--- src/rtl/tick_scheduler_pkg.sv ---
// -----------------------------------------------------------------------------
// tick_scheduler_pkg
// Shared types and constants for the multi-channel clock-enable generator.
//   TS_NUM_CH / TS_CNT_W : default channel count and period/counter width
//   CH_W                 : channel-select width for the default channel count
//   PERIOD_DISABLE       : period value that switches a channel off
//   cfg_req_t            : one config request {ch, period}
// -----------------------------------------------------------------------------
package tick_scheduler_pkg;

  localparam int TS_NUM_CH = 4;
  localparam int TS_CNT_W  = 26;
  localparam int CH_W      = $clog2(TS_NUM_CH);

  localparam int PERIOD_DISABLE = 0;

  typedef struct packed {
    logic [CH_W-1:0]     ch;
    logic [TS_CNT_W-1:0] period;
  } cfg_req_t;

endpackage : tick_scheduler_pkg

--- src/rtl/tick_channel.sv ---
// -----------------------------------------------------------------------------
// tick_channel
// One output channel: divides the shared base tick by a programmable period,
// emitting a one-cycle pulse and toggling a square level at every terminal
// count. A period written while the channel runs is parked until the next
// terminal count so that no short or merged interval is ever produced.
//   clk, rst_n   : clock, asynchronous active-low reset
//   base_tick    : single-cycle strobe from the shared prescaler
//   load         : accepted config request for this channel
//   load_period  : period carried by that request (0 disables)
//   tick         : registered one-cycle enable pulse
//   level        : registered square wave, toggles on each tick
//   active       : channel currently enabled
//   pend         : a new period is waiting for the next terminal count
// -----------------------------------------------------------------------------
module tick_channel
  import tick_scheduler_pkg::*;
#(
  parameter int CNT_W = TS_CNT_W
) (
  input  logic             clk,
  input  logic             rst_n,
  input  logic             base_tick,
  input  logic             load,
  input  logic [CNT_W-1:0] load_period,
  output logic             tick,
  output logic             level,
  output logic             active,
  output logic             pend
);

  localparam logic [CNT_W-1:0] CNT_ZERO = CNT_W'(0);
  localparam logic [CNT_W-1:0] CNT_ONE  = CNT_W'(1);
  localparam logic [CNT_W-1:0] PER_OFF  = CNT_W'(PERIOD_DISABLE);

  logic [CNT_W-1:0] cnt_r,         cnt_n;
  logic [CNT_W-1:0] period_r,      period_n;
  logic [CNT_W-1:0] pend_period_r, pend_period_n;
  logic             pend_r,        pend_n;
  logic             active_r,      active_n;
  logic             tick_r,        tick_n;
  logic             level_r,       level_n;
  logic             terminal_s;
  logic             disable_s;

  // period_r is never 0 while active_r is set, so period_r-1 cannot wrap
  // in a way that matters; the subtraction is gated by active_r.
  assign terminal_s = active_r && base_tick && (cnt_r == (period_r - CNT_ONE));
  assign disable_s  = load && (load_period == PER_OFF);

  // Next-state: disable has priority, then first load, then counting with a
  // possible parked period update.
  always_comb begin
    cnt_n         = cnt_r;
    period_n      = period_r;
    pend_period_n = pend_period_r;
    pend_n        = pend_r;
    active_n      = active_r;
    tick_n        = 1'b0;
    level_n       = level_r;

    if (disable_s) begin
      // Wins over a coincident terminal count: the pulse is suppressed.
      active_n = 1'b0;
      cnt_n    = CNT_ZERO;
      period_n = CNT_ZERO;
      pend_n   = 1'b0;
      level_n  = 1'b0;
    end else if (load && !active_r) begin
      active_n = 1'b1;
      period_n = load_period;
      cnt_n    = CNT_ZERO;
      pend_n   = 1'b0;
      level_n  = 1'b0;
    end else begin
      if (terminal_s) begin
        tick_n  = 1'b1;
        level_n = ~level_r;
        cnt_n   = CNT_ZERO;
        if (pend_r) begin
          period_n = pend_period_r;
          pend_n   = 1'b0;
        end else begin
          period_n = period_r;
        end
      end else if (active_r && base_tick) begin
        cnt_n = cnt_r + CNT_ONE;
      end else begin
        cnt_n = cnt_r;
      end
      // A load here targets a running channel. It is only accepted while
      // pend_r is clear, so a coincident terminal count above used the old
      // period and this value waits for the following one.
      if (load) begin
        pend_period_n = load_period;
        pend_n        = 1'b1;
      end else begin
        pend_period_n = pend_period_r;
      end
    end
  end

  // Channel state registers.
  always_ff @(posedge clk or negedge rst_n) begin
    if (!rst_n) begin
      cnt_r         <= CNT_ZERO;
      period_r      <= CNT_ZERO;
      pend_period_r <= CNT_ZERO;
      pend_r        <= 1'b0;
      active_r      <= 1'b0;
      tick_r        <= 1'b0;
      level_r       <= 1'b0;
    end else begin
      cnt_r         <= cnt_n;
      period_r      <= period_n;
      pend_period_r <= pend_period_n;
      pend_r        <= pend_n;
      active_r      <= active_n;
      tick_r        <= tick_n;
      level_r       <= level_n;
    end
  end

  assign tick   = tick_r;
  assign level  = level_r;
  assign active = active_r;
  assign pend   = pend_r;

endmodule : tick_channel

--- src/rtl/tick_scheduler.sv ---
// -----------------------------------------------------------------------------
// tick_scheduler
// Multi-channel programmable clock-enable generator. A shared prescaler turns
// inputclock into a base tick; NUM_CH tick_channel instances divide it further.
// A valid/ready port reprograms channels at runtime without glitches.
//   inputclock    : system clock
//   clock_reset_n : asynchronous active-low reset
//   cfg_valid     : config request valid
//   cfg_ready     : request for cfg_ch can be accepted (combinational on cfg_ch)
//   cfg_ch        : target channel
//   cfg_period    : base ticks per output tick, 0 disables the channel
//   tick_out      : one-cycle enable pulse per channel
//   level_out     : square wave per channel, toggles on every tick
//   ch_active     : channel currently enabled
// -----------------------------------------------------------------------------
module tick_scheduler
  import tick_scheduler_pkg::*;
#(
  parameter int NUM_CH   = TS_NUM_CH,
  parameter int CNT_W    = TS_CNT_W,
  parameter int PRESCALE = 50,
  parameter int PRE_W    = 16
) (
  input  logic                      inputclock,
  input  logic                      clock_reset_n,
  input  logic                      cfg_valid,
  output logic                      cfg_ready,
  input  logic [$clog2(NUM_CH)-1:0] cfg_ch,
  input  logic [CNT_W-1:0]          cfg_period,
  output logic [NUM_CH-1:0]         tick_out,
  output logic [NUM_CH-1:0]         level_out,
  output logic [NUM_CH-1:0]         ch_active
);

  localparam int               CHW      = $clog2(NUM_CH);
  localparam logic [PRE_W-1:0] PRE_LAST = PRE_W'(PRESCALE - 1);
  localparam logic [PRE_W-1:0] PRE_ONE  = PRE_W'(1);
  localparam logic [PRE_W-1:0] PRE_ZERO = PRE_W'(0);

  logic [PRE_W-1:0]  pre_r;
  logic              base_tick_s;
  cfg_req_t          req_s;
  logic              ready_s;
  logic              accept_s;
  logic [NUM_CH-1:0] load_s;
  logic [NUM_CH-1:0] pend_s;

  assign req_s.ch     = cfg_ch;
  assign req_s.period = cfg_period;

  // Shared prescaler: free-running 0..PRESCALE-1, independent of channel state.
  always_ff @(posedge inputclock or negedge clock_reset_n) begin
    if (!clock_reset_n) begin
      pre_r <= PRE_ZERO;
    end else if (base_tick_s) begin
      pre_r <= PRE_ZERO;
    end else begin
      pre_r <= pre_r + PRE_ONE;
    end
  end

  assign base_tick_s = (pre_r == PRE_LAST);

  // cfg_ready mux: a channel with a parked period refuses new requests.
  // Channel numbers beyond NUM_CH are accepted and dropped.
  if (NUM_CH == (1 << CHW)) begin : g_ready_full
    assign ready_s = ~pend_s[req_s.ch];
  end else begin : g_ready_part
    // Range-checked select for non-power-of-two channel counts.
    always_comb begin
      ready_s = 1'b1;
      if (int'(req_s.ch) < NUM_CH) begin
        ready_s = ~pend_s[req_s.ch];
      end else begin
        ready_s = 1'b1;
      end
    end
  end

  assign cfg_ready = ready_s;
  assign accept_s  = cfg_valid && ready_s;

  // Address decode and one channel instance per output.
  for (genvar g = 0; g < NUM_CH; g++) begin : g_ch
    assign load_s[g] = accept_s && (req_s.ch == CHW'(g));

    tick_channel #(
      .CNT_W (CNT_W)
    ) u_ch (
      .clk         (inputclock),
      .rst_n       (clock_reset_n),
      .base_tick   (base_tick_s),
      .load        (load_s[g]),
      .load_period (req_s.period),
      .tick        (tick_out[g]),
      .level       (level_out[g]),
      .active      (ch_active[g]),
      .pend        (pend_s[g])
    );
  end

endmodule : tick_scheduler

--- config.mk ---
export PLATFORM = sky130hd
export DESIGN_NAME = tick_scheduler
export DESIGN_NICKNAME = d
export VERILOG_FILES = /design/src/rtl/tick_scheduler_pkg.sv /design/src/rtl/tick_channel.sv /design/src/rtl/tick_scheduler.sv
export SDC_FILE = /design/constraint.sdc
export NUM_CORES = 1
export LEC_CHECK = 0
export CAP_MARGIN = 20
export CELL_PAD_IN_SITES_DETAIL_PLACEMENT = 1
export CELL_PAD_IN_SITES_GLOBAL_PLACEMENT = 1
export CORE_ASPECT_RATIO = 0.7
export CORE_MARGIN = 1.5
export CORE_UTILIZATION = 30
export CTS_BUF_LIST = sky130_fd_sc_hd__clkbuf_2 sky130_fd_sc_hd__clkbuf_4 sky130_fd_sc_hd__clkbuf_8
export CTS_CLUSTER_SIZE = 14
export DETAILED_ROUTE_END_ITERATION = 10
export PLACE_DENSITY = 0.57
export SYNTH_ARGS = -nofsm -noshare
export SYNTH_HDL_FRONTEND = slang
export SYNTH_SLANG_ARGS = --single-unit
--- constraint.sdc ---
create_clock -name inputclock -period 6.5 [get_ports inputclock]
set_input_delay 1.3 -clock inputclock [delete_from_list [all_inputs] [get_ports inputclock]]
set_output_delay 1.3 -clock inputclock [all_outputs]
set_load 0.05 [all_outputs]
==> run summary <==
Counting the fill cells in the layout gives 7739. Among cell families on the critical path, the largest total delay comes from buffers and inverters. Largest incremental delay on the critical path: 970 ps.

The run gives 0 ps as the setup TNS after final layout. The depth of the worst hold-timing path works out to 1. Die extent in y: 222 um. Setup violations remaining at the end of the flow were counted as 0.

Entering global routing, the biggest net connects 107 pins. The floorplan has 80 rows. The die covers 70200 um^2. The period utilization works out to 0.798. The logs give 0.835 for the routability congestion estimate and 344 for the total clock sinks.

The largest total area in the synthesized netlist belongs to sky130_fd_sc_hd__dfrtp_1. The final layout contains 2266 nets. After clock tree synthesis, the repair step resized 0 gates. TritonCTS built the clock tree. The tightest min-delay check is of the flop to flop type. The critical-path cell with the highest stage delay is sky130_fd_sc_hd__clkdlybuf4s50_1. The first routing iteration left 1253 violations.

Summing all flip-flop and latch instances after layout gives 8610 um^2. The launch point of the critical path is cfg_ch[1]. Dividing total power by cell area gives a power density of 208 nW/um^2. After clock tree synthesis, the setup repair step added 0 buffers. The depth of the worst register-to-register path is 10, and the final max-slew violation count is 0.

The worst setup path is of the input pin to primary output kind. Using the TritonRoute via totals, the vias-per-cell ratio works out to 5.36. The total overflow reported by the global router is 0, and the slew at the pin closest to its max-slew limit is 1110 ps. The share of layout cells above drive strength 1 is 0.162, and the met2 layer usage reported by global route is 0.285. For the area of the mapped netlist, the log shows 20600 um^2. The number of different library cells used by synthesis comes to 88. The run gives 3890 ps as the critical path arrival. The logs give 0 for the number of hold violations in the final report and 0.253 for the worst-case headroom to the max-slew limit. Leaving out fill and tap cells, the most frequent cell in the layout is sky130_fd_sc_hd__dfrtp_1. The tools report the core occupancy in the finished layout as 0.342. The logs give 3 for the maximum number of buffers from clock root to sink and 0.190 mV for the largest vdd supply drop. The first detailed-routing pass took 10 iterations. The core region is 68000 um^2. Synthesis produced a netlist with a net count of 2259.

CTS placed an instance of sky130_fd_sc_hd__clkbuf_8 at the clock tree root. The final reports fail on design-rule violations. The initial antenna violation count is 3. The first global-routing pass estimated 107000 um of wire. The total number of H-tree levels is 2. The tools report the met1 track demand over resource as 0.286. The worst hold path terminates at pre_r[15]. The top-area cell type share of the netlist area works out to 0.418. The cell that appears most often on the critical path is sky130_fd_sc_hd__clkdlybuf4s50_1.

The startpoint of the most critical register-to-register path was pre_r[1]. The fmax was 193 MHz. The synthesized design contains 344 register bits.

For the share of synthesized area occupied by flip-flops and latches, the log shows 0.418. For flop-to-flop paths, the worst setup slack is 2130 ps. The top cell types in the final layout, fill and taps aside, are 344 x sky130_fd_sc_hd__dfrtp_1, 296 x sky130_fd_sc_hd__nor2_1, 165 x sky130_fd_sc_hd__nand2_1, 139 x sky130_fd_sc_hd__xnor2_1, 118 x sky130_fd_sc_hd__mux2_2. STA classifies the critical path startpoint as an input pin. The tools report the all-layer global routing usage as 0.193.

Walking the worst path, the cells encountered are clkdlybuf4s50_1 -> mux2_2 -> o21ai_0 -> clkdlybuf4s50_1. For the required time at the endpoint of the critical path, the log shows 5200 ps. The worst-path maximum fanout is 6, and the clock-pin transition on the worst setup and hold timing paths is 60 ps. The worst register-to-register path ends at g_ch[1].u_ch.cnt_r[1]. In the synthesized netlist, the number of instances is 2218. During synthesis, Yosys emitted a total of 0 warnings. For the total number of vias, the log shows 17045. The tools report the worst min-delay path startpoint as pre_r[15]. TritonCTS created 57 clock buffers.

The worst hold slack came out at 492 ps. During placement, the flow inserted port buffers numbering 43. The horizontal extent of the die works out to 316 um. The tools report the worst clock skew on the final layout as 14.1 ps.

The flow ran to the end, but the final reports show violations. Setup repair after global routing left no endpoint under its margin. The buffering stage count on the worst path with inverters included is 2. The multi-input gate area in the final layout was 11100 um^2.

In this run, synthesis inferred 0 flip-flops with an integrated enable. The fraction of met3 tracks used by global routing is 0.0388. Dividing the detail-routed wire length by the instance count gives 21.0 um. The share of async-settable or async-resettable flops after synthesis is 1.00, and the number of ports placed on the die boundary is 44. Once detail routing completed, the nets flagged for antenna violations numbered 0. The global routing stage identified its most utilized layer as met1. Relative to the synthesized area, the layout overhead comes to 13.1%.

Summed over all nets, the half-perimeter wirelength after detailed placement is 46900 um. The initial cell density of the core was 0.303. The logs give 8 for the number of DRC violations after detailed routing and 0 for the number of maximum-capacitance constraint violations.

The post-route minimum period was 5190 ps; the synthesized area per cell was 9.27 um^2. Count of hold-fix buffers inserted at cts: 0. In the post-synthesis netlist, the biggest area contributors are sky130_fd_sc_hd__dfrtp_1 42%, sky130_fd_sc_hd__mux2_2 6.5%, sky130_fd_sc_hd__xnor2_1 5.9%.

The worst setup path is captured at a primary output. The dominant synthesized flop cell is sky130_fd_sc_hd__dfrtp_1. The logs give 66800 um for the overall routed net length and 690 ps for the clock latency of the later-clocked register in the worst-skew pair. The leakage power total is 9.92 nW. The number of global-route vias before repair is 18056.
Yosys cell counts, types with 16 or more instances:
library cell               count
sky130_fd_sc_hd__mux2_1       26
sky130_fd_sc_hd__nor3_1       75
sky130_fd_sc_hd__dfrtp_1     344
sky130_fd_sc_hd__nand3_1      73
sky130_fd_sc_hd__buf_1        19
sky130_fd_sc_hd__a21oi_1      68
sky130_fd_sc_hd__nand2b_1     17
sky130_fd_sc_hd__inv_1        52
sky130_fd_sc_hd__mux2_2      118
sky130_fd_sc_hd__or3_1        24
sky130_fd_sc_hd__xor2_1       90
sky130_fd_sc_hd__nor2_1      299
sky130_fd_sc_hd__buf_4        16
sky130_fd_sc_hd__nand4_1      37
sky130_fd_sc_hd__nor4_1       45
sky130_fd_sc_hd__or4_1        19
sky130_fd_sc_hd__o21ai_0     113
sky130_fd_sc_hd__clkbuf_1     97
sky130_fd_sc_hd__a31oi_1      43
sky130_fd_sc_hd__xnor2_1     139
sky130_fd_sc_hd__and3_1       60
sky130_fd_sc_hd__nand2_1     165
worst max path at each step:
stage	to	cells past startpoint
2_1_floorplan	cfg_ready	2
3_3_place_gp	cfg_ready	4
3_5_place_dp	cfg_ready	4
4_1_cts	cfg_ready	4
5_1_grt	cfg_ready	4
6_report	cfg_ready	4
metrics by stage:
stage               total power [W]  setup slack (ps)  cell area (um^2)  instances
finish                      0.00483              1310             23300       3179
global route                0.00505              1270             23300       3175
detailed placement          0.00262              1380             21900       3064
floorplan                   0.00244              2500             20600       2218
CTS                         0.00492              1360             23200       3170
global placement            0.00261              1360             21900       3064
worst register-to-register path, delay by kind of cell (launching register included):
| family | cells | cell delay, ps |
|---|---|---|
| buffers and inverters | 1 | 70 |
| flip-flops | 1 | 420 |
| AND/OR/NAND/NOR | 6 | 3080 |
| adder cells (fa/ha/maj) | 1 | 130 |
| AO/OA/AOI/OAI | 2 | 530 |
flip-flops by register name, indices dropped and copies added (netlist names):
| name | cells |
|---|---|
| g_ch.u_ch.cnt_r | 104 |
| g_ch.u_ch.pend_period_r | 104 |
| g_ch.u_ch.period_r | 104 |
| pre_r | 16 |
| g_ch.u_ch.active | 4 |
| g_ch.u_ch.level | 4 |
| g_ch.u_ch.pend | 4 |
| g_ch.u_ch.tick | 4 |
cells by family after synthesis:
group           count (synthesis)  synth area share
flops                         344             0.418
fa+ha+maj                      10           0.00608
buf+inv                       206            0.0440
mux                           159            0.0890
compound gates                335             0.107
xor+xnor                      229            0.0975
simple gates                  935             0.238
metal layers:
layer / routed length, um / up-vias
met4: 1040 / 0
met5: 0 / -
li1: - / 7858
met1: 33200 / 8758
met2: 28300 / 349
met3: 4320 / 80
report_power, final:
part | internal (W) | switching, W
Clock | 0.00126 | 0.000983
Combinational | 0.000134 | 0.000240
Sequential | 0.00216 | 0.0000476
final cells by class:
type                    count  share of cell area
inverters                  52             0.00839
clock buffers              95              0.0508
well taps                 902              0.0485
diodes                      5            0.000538
repair buffers            102              0.0393
clock inverters            11             0.00570
flip-flops and latches    344               0.370
multi-input cells        1668               0.477
(Power assumes the default switching activity.)
